$ cat src/rtl/nibble_word_packer_if.sv
// Handshake bundle between the nibble mux, the nibble_word_packer and the word write stage.
// The master modport is the packer's view; slave is the surrounding datapath's view.
interface nibble_word_packer_if #(
  parameter int unsigned NIBBLES = 8,
  parameter int unsigned CW      = 4
);
  logic [3:0]           nib_i;
  logic                 nib_valid_i;
  logic                 nib_ready_o;
  logic                 sel_o;
  logic                 flush_i;
  logic [4*NIBBLES-1:0] word_o;
  logic [CW-1:0]        out_count_o;
  logic                 word_valid_o;
  logic                 word_ready_i;

  modport master (
    input  nib_i, nib_valid_i, flush_i, word_ready_i,
    output nib_ready_o, sel_o, word_o, out_count_o, word_valid_o
  );

  modport slave (
    output nib_i, nib_valid_i, flush_i, word_ready_i,
    input  nib_ready_o, sel_o, word_o, out_count_o, word_valid_o
  );
endinterface

$ cat src/rtl/nibble_word_packer.sv
// Packs an alternating A/B nibble stream into NIBBLES-nibble words, with flush of partial words
// and a single output register that can be reloaded in the same cycle it is drained.
module nibble_word_packer #(
  parameter int unsigned NIBBLES = 8,
  parameter int unsigned CW      = 4
) (
  input  logic                 clk,
  input  logic                 rst,
  nibble_word_packer_if.master bus
);
  localparam int unsigned     WW      = 4 * NIBBLES;
  localparam logic [CW-1:0]   LastIdx = CW'(NIBBLES - 1);

  logic [WW-1:0] acc_q, acc_d, acc_merged;
  logic [WW-1:0] word_q, word_d;
  logic [CW-1:0] cnt_q, cnt_d;
  logic [CW-1:0] out_count_q, out_count_d;
  logic          word_valid_q, word_valid_d;
  logic          nib_ready, acc_fire, out_fire, flush_go, load;

  always_comb begin
    nib_ready = ~word_valid_q | bus.word_ready_i;
    acc_fire  = bus.nib_valid_i & nib_ready;
    out_fire  = word_valid_q & bus.word_ready_i;
    // A flush only emits when something is held or arriving; an empty flush is dropped.
    flush_go  = bus.flush_i & nib_ready & ((cnt_q != '0) | acc_fire);
    load      = (acc_fire & (cnt_q == LastIdx)) | flush_go;

    acc_merged = acc_q;
    if (acc_fire) begin
      acc_merged[4*cnt_q +: 4] = bus.nib_i;
    end

    acc_d        = acc_q;
    cnt_d        = cnt_q;
    word_d       = word_q;
    out_count_d  = out_count_q;
    word_valid_d = word_valid_q;

    if (out_fire) begin
      word_valid_d = 1'b0;
    end

    if (load) begin
      word_d       = acc_merged;
      out_count_d  = cnt_q + {{(CW-1){1'b0}}, acc_fire};
      word_valid_d = 1'b1;
      acc_d        = '0;
      cnt_d        = '0;
    end else if (acc_fire) begin
      acc_d = acc_merged;
      cnt_d = cnt_q + 1'b1;
    end
  end

  always_ff @(posedge clk or posedge rst) begin
    if (rst) begin
      acc_q        <= '0;
      cnt_q        <= '0;
      word_q       <= '0;
      out_count_q  <= '0;
      word_valid_q <= 1'b0;
    end else begin
      acc_q        <= acc_d;
      cnt_q        <= cnt_d;
      word_q       <= word_d;
      out_count_q  <= out_count_d;
      word_valid_q <= word_valid_d;
    end
  end

  assign bus.nib_ready_o  = nib_ready;
  assign bus.sel_o        = cnt_q[0];
  assign bus.word_o       = word_q;
  assign bus.out_count_o  = out_count_q;
  assign bus.word_valid_o = word_valid_q;
endmodule

$ cat src/flat_wrapper.sv
// flat-port wrapper written by rule: the top's interface ports become plain ports
module nibble_word_packer_flat 
#(
  parameter int unsigned NIBBLES = 8,
  parameter int unsigned CW      = 4
)
  (clk, rst, bus_nib_i, bus_nib_valid_i, bus_flush_i, bus_word_ready_i, bus_nib_ready_o, bus_sel_o, bus_word_o, bus_out_count_o, bus_word_valid_o);
  nibble_word_packer_if #(.NIBBLES(NIBBLES), .CW(CW)) bus_i ();
  input  logic clk;
  input  logic rst;
  input wire logic [$bits(bus_i.nib_i)-1:0] bus_nib_i;
  input wire logic [$bits(bus_i.nib_valid_i)-1:0] bus_nib_valid_i;
  input wire logic [$bits(bus_i.flush_i)-1:0] bus_flush_i;
  input wire logic [$bits(bus_i.word_ready_i)-1:0] bus_word_ready_i;
  output wire logic [$bits(bus_i.nib_ready_o)-1:0] bus_nib_ready_o;
  output wire logic [$bits(bus_i.sel_o)-1:0] bus_sel_o;
  output wire logic [$bits(bus_i.word_o)-1:0] bus_word_o;
  output wire logic [$bits(bus_i.out_count_o)-1:0] bus_out_count_o;
  output wire logic [$bits(bus_i.word_valid_o)-1:0] bus_word_valid_o;
  assign bus_i.nib_i = bus_nib_i;
  assign bus_i.nib_valid_i = bus_nib_valid_i;
  assign bus_i.flush_i = bus_flush_i;
  assign bus_i.word_ready_i = bus_word_ready_i;
  assign bus_nib_ready_o = bus_i.nib_ready_o;
  assign bus_sel_o = bus_i.sel_o;
  assign bus_word_o = bus_i.word_o;
  assign bus_out_count_o = bus_i.out_count_o;
  assign bus_word_valid_o = bus_i.word_valid_o;
  nibble_word_packer #(.NIBBLES(NIBBLES), .CW(CW)) u_core (.clk(clk), .rst(rst), .bus(bus_i));
endmodule
$ cat config.mk
export PLATFORM = sky130hd
export DESIGN_NAME = nibble_word_packer_flat
export DESIGN_NICKNAME = d
export VERILOG_FILES = /design/src/rtl/nibble_word_packer_if.sv /design/src/rtl/nibble_word_packer.sv /design/src/flat_wrapper.sv
export SDC_FILE = /design/constraint.sdc
export NUM_CORES = 1
export LEC_CHECK = 0
export BUFFER_PORTS_ARGS = -buffer_cell sky130_fd_sc_hd__buf_4
export CAP_MARGIN = 10
export CORE_MARGIN = 2
export CORE_UTILIZATION = 61
export CTS_CLUSTER_SIZE = 10
export DETAILED_ROUTE_END_ITERATION = 8
export PLACE_DENSITY = 0.83
export SKIP_LAST_GASP = 1
export SLEW_MARGIN = 10
export SYNTH_ARGS = -nofsm -noshare
export SYNTH_HDL_FRONTEND = slang
export SYNTH_SLANG_ARGS = --single-unit
$ cat constraint.sdc
create_clock -name clk -period 7.2 [get_ports clk]
set_clock_uncertainty 0.15 [all_clocks]
set_input_delay 0.36 -clock clk [delete_from_list [all_inputs] [get_ports clk]]
set_output_delay 0.36 -clock clk [all_outputs]
set_load 0.03 [all_outputs]
==> summary.md <==
| Metric | Value |
|---|---|
| Number of port buffers | `47` |
| Post-route ant nets | `0` |
| Cts hold-fix bufs | `0` |
| Non-Filler Instances | `426` |
| Detailed-router iteration count before antenna repair | `4` |
| Mapped Avg Cell Area | `10.67 sq um` |
| YS warnings | `0` |
| Top cell type's share of synthesized area | `0.5505` |
| Placed cell count | `411` |
| Most frequent cells in the layout | `75 x nor2_1, 73 x dfrtp_1, 48 x buf_4` |
| Num ports | `48` |
| Post-route cell area | `3845 sq um` |
| M1 GR Usage | `0.3341` |
| Setup TNS | `0 ns` |
| RSZ-0062 raised after global routing | `false` |
| Post-DR vias/cell | `5.516` |
| Cells along the critical path | `inv_1 -> ha_1 -> nor3b_4 -> a211oi_1 -> o21a_4 -> mux2_2` |
| Slowest stage cell, crit path | `o21a_4` |
| Share of layout cells above drive strength 1 | `0.2219` |
| Cell count after synthesis | `311` |
| Global placement routability congestion | `0.9032` |
| Final hold slack | `0.09135 ns` |
| DP Area | `3667 sq um` |
| CTS tree | `yes` |
| Synth cell types | `41` |
| Synth area leader | `dfrtp_1` |
| Total GRT Usage | `0.2412` |
| Register Area | `1827 sq um` |
| Drt wl/cell | `15.54 um` |
| Crit path max fanout | `102` |
| Global route overflow | `0` |
| Post-CTS Resized | `0` |
| DRC | `0` |
| Longest Clk Path Bufs | `2` |
| Final setup viols | `0` |
| LEAKAGE | `1.904 nW` |
| Worst-Skew Late Latency | `0.35 ns` |
| Run status | `completed` |
| Initial Util | `0.6415` |
| Post-synthesis sequential area ratio | `0.5505` |
| Power Density | `441.9 nW/um^2` |
| Max-Cap Viols | `0` |
| Power, Total | `0.001699 W` |
| Root Driver | `clkbuf_8` |
| H-tree depth | `3` |
| Rows | `26` |
| Critical path's largest stage delay | `0.88 ns` |
| Fillers | `365` |
| CTS clock-pin slew for the worst setup and hold paths | `0.07 ns` |
| Area of the multi-input gates | `1351 sq um` |
| Die area | `6046 sq um` |
| Core ar. | `5172 sq um` |
| P&R area growth vs syn | `15.87%` |
| Min cycle time layout | `3.456 ns` |
| Tcrit/Tclk final | `0.4800` |
| Comb power frac | `0.462` |
| Layout Nets | `369` |
| WL final | `6619 um` |
| Main area contributors after synthesis | `dfrtp_1 55%, mux2i_1 9.0%, nor2_1 8.5%` |
| Peak supply drop | `0.2962 mV` |
| Ys async rst share | `1.000` |
| Mapped cell area | `3318 sq um` |
| Crit path kind | `reg2reg` |
| Busiest layer in global routing | `met2` |
| Dominant synthesized flop cell | `dfrtp_1` |
| Crit path buffers/inverters | `1` |
| Vias in the first global route | `2337` |
| CTS Buf Count | `9` |
| 1st-iter DRT viols | `164` |
| Final Hold Viols | `0` |
| Count of state elements after synthesis | `73` |
| Internal power | `0.0009712 W` |
| NetSw | `0.0007278 W` |
| Hold Path Class | `in2reg` |
| Share of power burned in the clock network | `0.179` |
| Post-synth EDFFs | `0` |
| Sw frac | `0.4284` |
| Worst endpoint required time | `7.29 ns` |
| CP delay by family, top | `compound AO/OA/AOI/OAI gates` |
| Worst Path Arrival | `3.54 ns` |
| Commonest non-fill, non-tap cell in the layout | `nor2_1` |
| F_max | `289.4 MHz` |
| Routed via count | `2350` |
| Pins over their slew limit | `0` |
| Worst-margin pin slew | `1.048 ns` |
| Slew margin rel. | `0.3014` |
| Initial antenna violation count | `0` |
| Crit path launch type | `flip-flop` |
| First-pass GRT wire length | `11240 um` |
| Antenna diode count | `0` |
| Clk sinks | `73` |
| Routing usage on met3 | `0.06512` |
| Floorplan die width | `77.76 um` |
| Largest net degree at the start of global routing | `103` |
| Dpl hpwl | `4303 um` |
| Setup bufs post-CTS | `0` |
| Reg2reg setup slack | `3.74 ns` |
| Met2 Track Usage GR | `0.3681` |
| Syn_nets | `328` |
| Sequential power share | `0.359` |
| Critical Path End Type | `flip-flop` |
| Die H | `77.76 um` |
==> registers in the layout, summed over array words and instances, names as in the netlist <==
name / cells
u_core.acc_q: 32
u_core.cnt_q: 4
u_core.bus.word_valid_o: 1
u_core.bus.word_o: 32
u_core.bus.out_count_o: 4
==> metrics by stage <==
step | worst slack [ns] | util
2_1_floorplan | 4.497 | -
3_3_place_gp | 3.962 | 0.7090
3_5_place_dp | 3.793 | 0.7090
4_1_cts | 3.789 | 0.7433
5_1_grt | 3.506 | 0.7433
6_report | 3.744 | 0.7433
==> layer usage <==
| metal | share of wire | vias to the layer above |
|---|---|---|
| li1 | - | 1136 |
| met5 | 0 | - |
| met4 | 0.015 | 0 |
| met3 | 0.040 | 11 |
| met1 | 0.47 | 1154 |
| met2 | 0.47 | 49 |
==> worst register-to-register path: stages, from the launching register on <==
cell and delay [ns]:
dfrtp_1 0.69, inv_1 0.13, ha_1 0.27, nor3b_4 0.21, a211oi_1 0.56, o21a_4 0.88, mux2_2 0.45
==> final cells by class <==
class                      count  share of cell area
sequential                    73              0.4751
multi-input combinational    209              0.3514
timing repair buffer          48             0.09372
clock buffer                  12             0.03514
tap                           70             0.02278
clock inverter                 3             0.01106
inverter                      11             0.01074
==> power by group through the flow <==
stage	clock network, W	registers, W	logic (W)
6_report	0.000304	0.000610	0.000785
3_3_place_gp	0	0.000612	0.000763
2_1_floorplan	0	0.000814	0.000342
3_5_place_dp	0	0.000616	0.000780
4_1_cts	0.000304	0.000610	0.000788
5_1_grt	0.000322	0.000629	0.000849
==> synthesized netlist by cell type (2+ instances only) <==
master	n
and4_1	2
nand2b_1	4
dfrtp_1	73
mux2i_1	30
o21ai_0	4
buf_6	2
buf_4	3
mux2_2	4
ha_1	8
a21oi_1	32
and2b_1	2
xnor2_1	4
nand2_1	6
nand3_1	5
inv_1	10
nor3_1	2
clkbuf_1	3
buf_2	10
a21oi_2	4
nor2_1	75
a32o_1	3
and3_1	2
nand4_1	2
and4bb_2	3
o31ai_1	2
==> worst paths after layout <==
path,startpoint,depth (start not counted),to
hold reg to reg,u_core.acc_q[21]$_DFFE_PP0P_,1,u_core.acc_q[21]$_DFFE_PP0P_
setup reg to reg,u_core.cnt_q[0]$_DFFE_PP0P_,6,u_core.bus.out_count_o[0]$_DFFE_PP0P_
setup / recovery,u_core.cnt_q[0]$_DFFE_PP0P_,6,u_core.bus.out_count_o[0]$_DFFE_PP0P_
hold / removal,bus_flush_i,2,u_core.cnt_q[2]$_DFFE_PP0P_
min in group asynchronous,rst,3,u_core.bus.word_o[6]$_DFFE_PP0P_
max in group asynchronous,rst,3,u_core.bus.word_o[5]$_DFFE_PP0P_
==> cells by family after synthesis <==
kind of cell	Yosys count	synth area share
buf+inv	29	0.04449
simple gates	111	0.1648
flops	73	0.5505
compound gates	51	0.09276
mux	34	0.1041
xor+xnor	5	0.01320
fa+ha+maj	8	0.03017
Note: power is estimated with default switching activity, not from simulation.
